## src/rtl/fetch_arb.sv

```systemverilog
// Round-robin arbiter that shares one line-fetch engine between the cache read
// and write controllers, keeping a single fetch transaction outstanding.
module fetch_arb #(
  parameter int unsigned addr_width     = 32,
  parameter int unsigned list_depth     = 4,
  parameter int unsigned timeout_cycles = 1024
) (
  input  logic                                                clk,
  input  logic                                                rst_n,
  input  logic                                                rd_fetch_req,
  input  logic [1:0]                                          rd_fetch_cmd,
  input  logic [((list_depth > 1) ? $clog2(list_depth) : 1)-1:0] rd_fetch_tag,
  input  logic [addr_width-1:0]                               rd_fetch_addr,
  input  logic [addr_width-1:0]                               rd_fetch_addr_pre,
  output logic                                                rd_fetch_gnt,
  output logic                                                rd_fetch_done,
  input  logic                                                wr_fetch_req,
  input  logic [1:0]                                          wr_fetch_cmd,
  input  logic [((list_depth > 1) ? $clog2(list_depth) : 1)-1:0] wr_fetch_tag,
  input  logic [addr_width-1:0]                               wr_fetch_addr,
  input  logic [addr_width-1:0]                               wr_fetch_addr_pre,
  output logic                                                wr_fetch_gnt,
  output logic                                                wr_fetch_done,
  output logic                                                fe_req,
  output logic [1:0]                                          fe_cmd,
  output logic [((list_depth > 1) ? $clog2(list_depth) : 1)-1:0] fe_tag,
  output logic [addr_width-1:0]                               fe_addr,
  output logic [addr_width-1:0]                               fe_addr_pre,
  input  logic                                                fe_gnt,
  input  logic                                                fe_done,
  output logic                                                arb_busy,
  output logic                                                arb_owner,
  output logic                                                err_timeout
);

  localparam int unsigned TW = (list_depth > 1) ? $clog2(list_depth) : 1;
  localparam int unsigned CW = $clog2(timeout_cycles + 1);
  localparam logic [CW-1:0] WDOG_MAX = CW'(timeout_cycles);
  localparam logic [1:0] CMD_FETCH = 2'b01;
  localparam logic [1:0] CMD_WB    = 2'b10;

  typedef enum logic [1:0] {IDLE, ISSUE, WAIT_DONE, RESP} state_t;

  state_t                state_q, state_d;
  logic                  last_owner_q;
  logic                  owner_q;
  logic [1:0]            cmd_q;
  logic [TW-1:0]         tag_q;
  logic [addr_width-1:0] addr_q;
  logic [addr_width-1:0] addr_pre_q;
  logic [CW-1:0]         wdog_q;
  logic                  err_q;

  logic       grant;
  logic       grant_wr;
  logic [1:0] sel_cmd;

  // State register
  always_ff @(posedge clk or negedge rst_n) begin
    if (!rst_n) state_q <= IDLE;
    else        state_q <= state_d;
  end

  // Next-state, grant selection and completion pulses
  always_comb begin
    state_d       = state_q;
    grant         = 1'b0;
    grant_wr      = 1'b0;
    sel_cmd       = 2'b00;
    rd_fetch_gnt  = 1'b0;
    wr_fetch_gnt  = 1'b0;
    rd_fetch_done = 1'b0;
    wr_fetch_done = 1'b0;
    case (state_q)
      IDLE: begin
        if (rst_n && (rd_fetch_req || wr_fetch_req)) begin
          grant = 1'b1;
          // On a tie the requester that did not own the engine last time wins
          grant_wr     = wr_fetch_req && (!rd_fetch_req || !last_owner_q);
          rd_fetch_gnt = !grant_wr;
          wr_fetch_gnt = grant_wr;
          sel_cmd      = grant_wr ? wr_fetch_cmd : rd_fetch_cmd;
          state_d      = (sel_cmd == CMD_FETCH || sel_cmd == CMD_WB) ? ISSUE : RESP;
        end
      end
      ISSUE: begin
        if (fe_gnt) state_d = fe_done ? RESP : WAIT_DONE;
      end
      WAIT_DONE: begin
        if (fe_done) state_d = RESP;
      end
      RESP: begin
        rd_fetch_done = !owner_q;
        wr_fetch_done = owner_q;
        state_d       = IDLE;
      end
      default: state_d = IDLE;
    endcase
  end

  // Owner field capture on grant and round-robin history update on completion
  always_ff @(posedge clk or negedge rst_n) begin
    if (!rst_n) begin
      last_owner_q <= 1'b1;
      owner_q      <= 1'b0;
      cmd_q        <= 2'b00;
      tag_q        <= '0;
      addr_q       <= '0;
      addr_pre_q   <= '0;
    end else begin
      if (grant) begin
        owner_q    <= grant_wr;
        cmd_q      <= sel_cmd;
        tag_q      <= grant_wr ? wr_fetch_tag      : rd_fetch_tag;
        addr_q     <= grant_wr ? wr_fetch_addr     : rd_fetch_addr;
        addr_pre_q <= grant_wr ? wr_fetch_addr_pre : rd_fetch_addr_pre;
      end
      if (state_q == RESP) last_owner_q <= owner_q;
    end
  end

  // Watchdog: counts WAIT_DONE cycles, saturates and flags a sticky timeout
  always_ff @(posedge clk or negedge rst_n) begin
    if (!rst_n) begin
      wdog_q <= '0;
      err_q  <= 1'b0;
    end else if (state_q == IDLE && state_d == ISSUE) begin
      wdog_q <= '0;
    end else if (state_q == WAIT_DONE && wdog_q != WDOG_MAX) begin
      wdog_q <= wdog_q + CW'(1);
      if (wdog_q == WDOG_MAX - CW'(1)) err_q <= 1'b1;
    end
  end

  assign fe_req      = (state_q == ISSUE);
  assign fe_cmd      = fe_req ? cmd_q      : 2'b00;
  assign fe_tag      = fe_req ? tag_q      : '0;
  assign fe_addr     = fe_req ? addr_q     : '0;
  assign fe_addr_pre = fe_req ? addr_pre_q : '0;
  assign arb_busy    = (state_q != IDLE);
  assign arb_owner   = owner_q;
  assign err_timeout = err_q;

endmodule

```

## config.mk

```make
export PLATFORM = sky130hd
export DESIGN_NAME = fetch_arb
export DESIGN_NICKNAME = d
export VERILOG_FILES = /design/src/rtl/fetch_arb.sv
export SDC_FILE = /design/constraint.sdc
export NUM_CORES = 1
export LEC_CHECK = 0
export CAP_MARGIN = 20
export CORE_MARGIN = 4
export CORE_UTILIZATION = 44
export CTS_CLUSTER_SIZE = 20
export DETAILED_ROUTE_END_ITERATION = 8
export PLACE_DENSITY = 0.95
export SETUP_SLACK_MARGIN = 0.5
export SLEW_MARGIN = 20
export SYNTH_ARGS = -nofsm -noshare
export SYNTH_HDL_FRONTEND = slang
export SYNTH_SLANG_ARGS = --single-unit
```

## constraint.sdc

```tcl
create_clock -name clk -period 3.3 [get_ports clk]
set_input_delay 0.33 -clock clk [delete_from_list [all_inputs] [get_ports clk]]
set_output_delay 0.33 -clock clk [all_outputs]
set_load 0.1 [all_outputs]
```

==> implementation parameters <==
Parameter                              Value

Drt
  Antenna Nets Post-Route ... 0
  Number of design-rule violations left by the first detailed-router iteration ... 156
  Mean routed wirelength per cell ... 15.58 µm
  Vias after detailed routing ... 4036
  DR pass1 iterations ... 4
  Overall routed net length ... 12530 µm
  DRC violation count after routing ... 0
  Via count normalized by instance count ... 5.020

Floorplanning
  # rows ... 36
  Boundary pin count ... 218
  Area of the placeable core ... 9864 µm²
  Die height ... 108.9 µm
  Die Area ... 11860 µm²
  Effective utilization at floorplan ... 45.42%
  Die boundary width ... 108.9 µm

Power and ir drop
  Share of total power in combinational logic ... 61.9%
  Post-route total power ... 6.748 mW
  Power Density ... 993.4 nW/µm²
  Maximum vdd ir drop ... 0.6809 mV
  P_int ... 2.983 mW
  Leakage ... 3.245 nW
  Switch share ... 55.79%
  Clk network pwr share ... 12.0%
  Switching pwr ... 3.764 mW
  Relative contribution of sequential cells to total power ... 26.1%

Clock network
  Post-CTS Hold Buffers ... 0
  CTS tree ... yes
  Quantity of gates resized following cts ... 0
  H-tree depth ... 3
  Clock sink total ... 84
  Clock latency on the worst-skew pair ... 0.34 ns
  Clock transition at the registers of the reported paths ... 0.09 ns
  Inserted Clock Buffers ... 9
  Buffers from clock root to sink, at most ... 2
  Setup bufs post-CTS ... 0
  Library cell used as clock root buffer ... clkbuf_8

GRT
  Initial antenna violation count ... 0
  Vias in the first global route ... 4094
  Global route total overflow ... 0
  Maximum number of pins on one net before global-route repair ... 56
  Global-route wire length before repair ... 19220 µm
  Overall track demand over capacity in global routing ... 20.61%

STA
  Number of max-slew violations in the final report ... 0
  Max Clock Freq ... 380.3 MHz
  Setup tns final ... 0 ns
  Period utilisation layout ... 79.69%
  Hold violation count in the final report ... 0
  Worst slew margin relative to its limit ... 34.23%
  Worst-Margin Slew ... 0.9835 ns
  Number of setup violations in the final report ... 0
  Skew final ... 0.008889 ns
  Unrepaired setup endpoints after global routing ... no
  Clock period minus worst slack ... 2.630 ns

Critical path
  Capture instance of the worst register-to-register path ... wdog_q[1]
  Data required time of the worst path ... 2.97 ns
  Delay of the slowest cell on the worst path ... 0.63 ns
  R2r worst-path depth ... 5
  Critical-path top delay cell ... nor2b_4
  Largest fanout on the critical path ... 38
  Arrival time at the worst endpoint ... 2.30 ns
  Cells along the critical path ... nor2b_4 > buf_12 > and2_1 > buf_4
  Critical register-to-register path startpoint ... state_q[1]
  Class of the most critical setup path ... reg2out
  Worst setup SP type ... flip-flop
  Worst-case register-to-register setup slack ... 1.27 ns
  Crit end category ... output port

Final layout
  Layout Nets ... 810
  Final cell count without fillers ... 804
  Leading cell type in the layout, fill and taps excluded ... clkdlybuf4s50_1
  Antenna cell count ... 0
  Filler cells ... 758
  Synthesis-to-finish area growth ... 51.61%
  Share of final-layout standard cells stronger than drive strength 1 ... 16.39%
  Most used cells in the layout excluding fill and tap cells ... clkdlybuf4s50_1, dfrtp_1, buf_4

Synthesis
  Share of Yosys cell area claimed by the top area cell type ... 46.36%
  Most area-consuming cells after synthesis ... dfrtp_1, mux2i_1, and2_1
  Number of storage elements in the synthesis netlist ... 84
  Primary flip-flop cell chosen by synthesis mapping ... dfrtp_1
  Proportion of register bits with asynchronous set or reset after synthesis ... 100.0%
  Count of distinct cell types in the synthesized netlist ... 41
  Area of the mapped netlist ... 4481 µm²
  Avg Synthesized Cell Area ... 9.656 µm²
  Cells after synthesis ... 464
  Most area-hungry cell type in the Yosys netlist ... dfrtp_1
  Number of warnings issued by yosys ... 0
  Number of flops mapped to enable cells by yosys ... 0
  Seq/Total Area, Yosys ... 46.94%
  Syn nets ... 608

Placed design
  Post-Place Cells ... 788
  Final estimated routing congestion in global placement ... 0.7578
  Port-buffer cells ... 217
  HPWL Detailed ... 9988 µm

Flow run
  MaxCap Viol Count ... 0

Outcome
  Outcome ... complete, no violations

Min path
  Hold Path Class ... in2async
[routing by layer]
metal	track usage, %	vias up	part of all wire (%)
met1	23.27	1888	38
li1	-	1971	-
met2	37.85	147	52
met5	0	-	0
met3	4.204	30	7.1
met4	8.025	0	3.0
[power groups by stage]
| stage | clock (mW) | sequential, mW | combinational (mW) |
|---|---|---|---|
| after global placement | 0 | 1.75 | 4.12 |
| final | 0.812 | 1.76 | 4.17 |
| after floorplan | 0 | 1.70 | 3.29 |
| after global routing | 0.881 | 1.83 | 4.40 |
| after CTS | 0.836 | 1.77 | 4.21 |
| after detailed placement | 0 | 1.79 | 4.21 |
[through the flow]
stage | instance area, µm² | utilization, % | hold slack [ns] | setup slack (ns)
floorplan | 4493 | - | 0.03441 | 0.7656
global placement | 6568 | 66.58 | 0.4441 | 1.039
detailed placement | 6568 | 66.58 | 0.4586 | 0.9918
CTS | 6793 | 68.86 | 0.08511 | 0.6059
global route | 6793 | 68.86 | 0.1081 | 0.5111
finish | 6793 | 68.86 | 0.08060 | 0.6702
[worst max path at each step]
stage                 start  cells past startpoint  slack (ns)         endpoint
6_report         state_q[0]                      4        0.67  fe_addr_pre[22]
5_1_grt          state_q[0]                      4        0.51  fe_addr_pre[31]
4_1_cts          state_q[0]                      4        0.61  fe_addr_pre[22]
3_5_place_dp   rd_fetch_req                      5        0.99       addr_q[12]
3_3_place_gp   wr_fetch_req                      5        1.04        wdog_q[1]
2_1_floorplan    state_q[1]                      7        0.77     rd_fetch_gnt
[cells in the mapped netlist, drive strengths merged (2+ instances only)]
master / number
o21ai: 71
nand2: 73
mux2i: 69
xor2: 7
ha: 2
nor4: 3
nor3: 2
xnor2: 3
clkbuf: 15
dfrtp: 83
and2: 68
inv: 6
a21o: 3
nor2: 15
and3: 3
buf: 19
nand4: 5
nor2b: 2
a21oi: 2
[state kept, by name (all words and copies together), names as in the netlist]
signal        count
addr_pre_q       32
addr_q           32
wdog_q           11
cmd_q             2
state_q           2
tag_q             2
arb_owner         1
err_timeout       1
last_owner_q      1
[kinds of logic after synthesis]
logic type	after synthesis	synth area share, %
compound gates	80	9.495
xor+xnor	10	1.955
fa+ha+maj	2	0.5584
buf+inv	40	4.775
flops	84	46.94
mux	69	15.41
simple gates	179	20.86
[worst max-delay path: cells and delay by family (launching register included)]
kind          cells  cell delay (ns)
simple gates      2             0.79
flops             1             0.60
buf+inv           2             0.55
[area by class of cell]
type	instances	area [µm²]	area share, %
clock buffers	10	137.6	2.026
clock inverters	6	87.58	1.289
inverters	6	22.52	0.3316
multi-input cells	340	2193	32.29
flip-flops and latches	84	2103	30.96
well taps	133	166.4	2.450
repair buffers	225	2082	30.65
No activity file was read; power rests on OpenSTA's default activity.
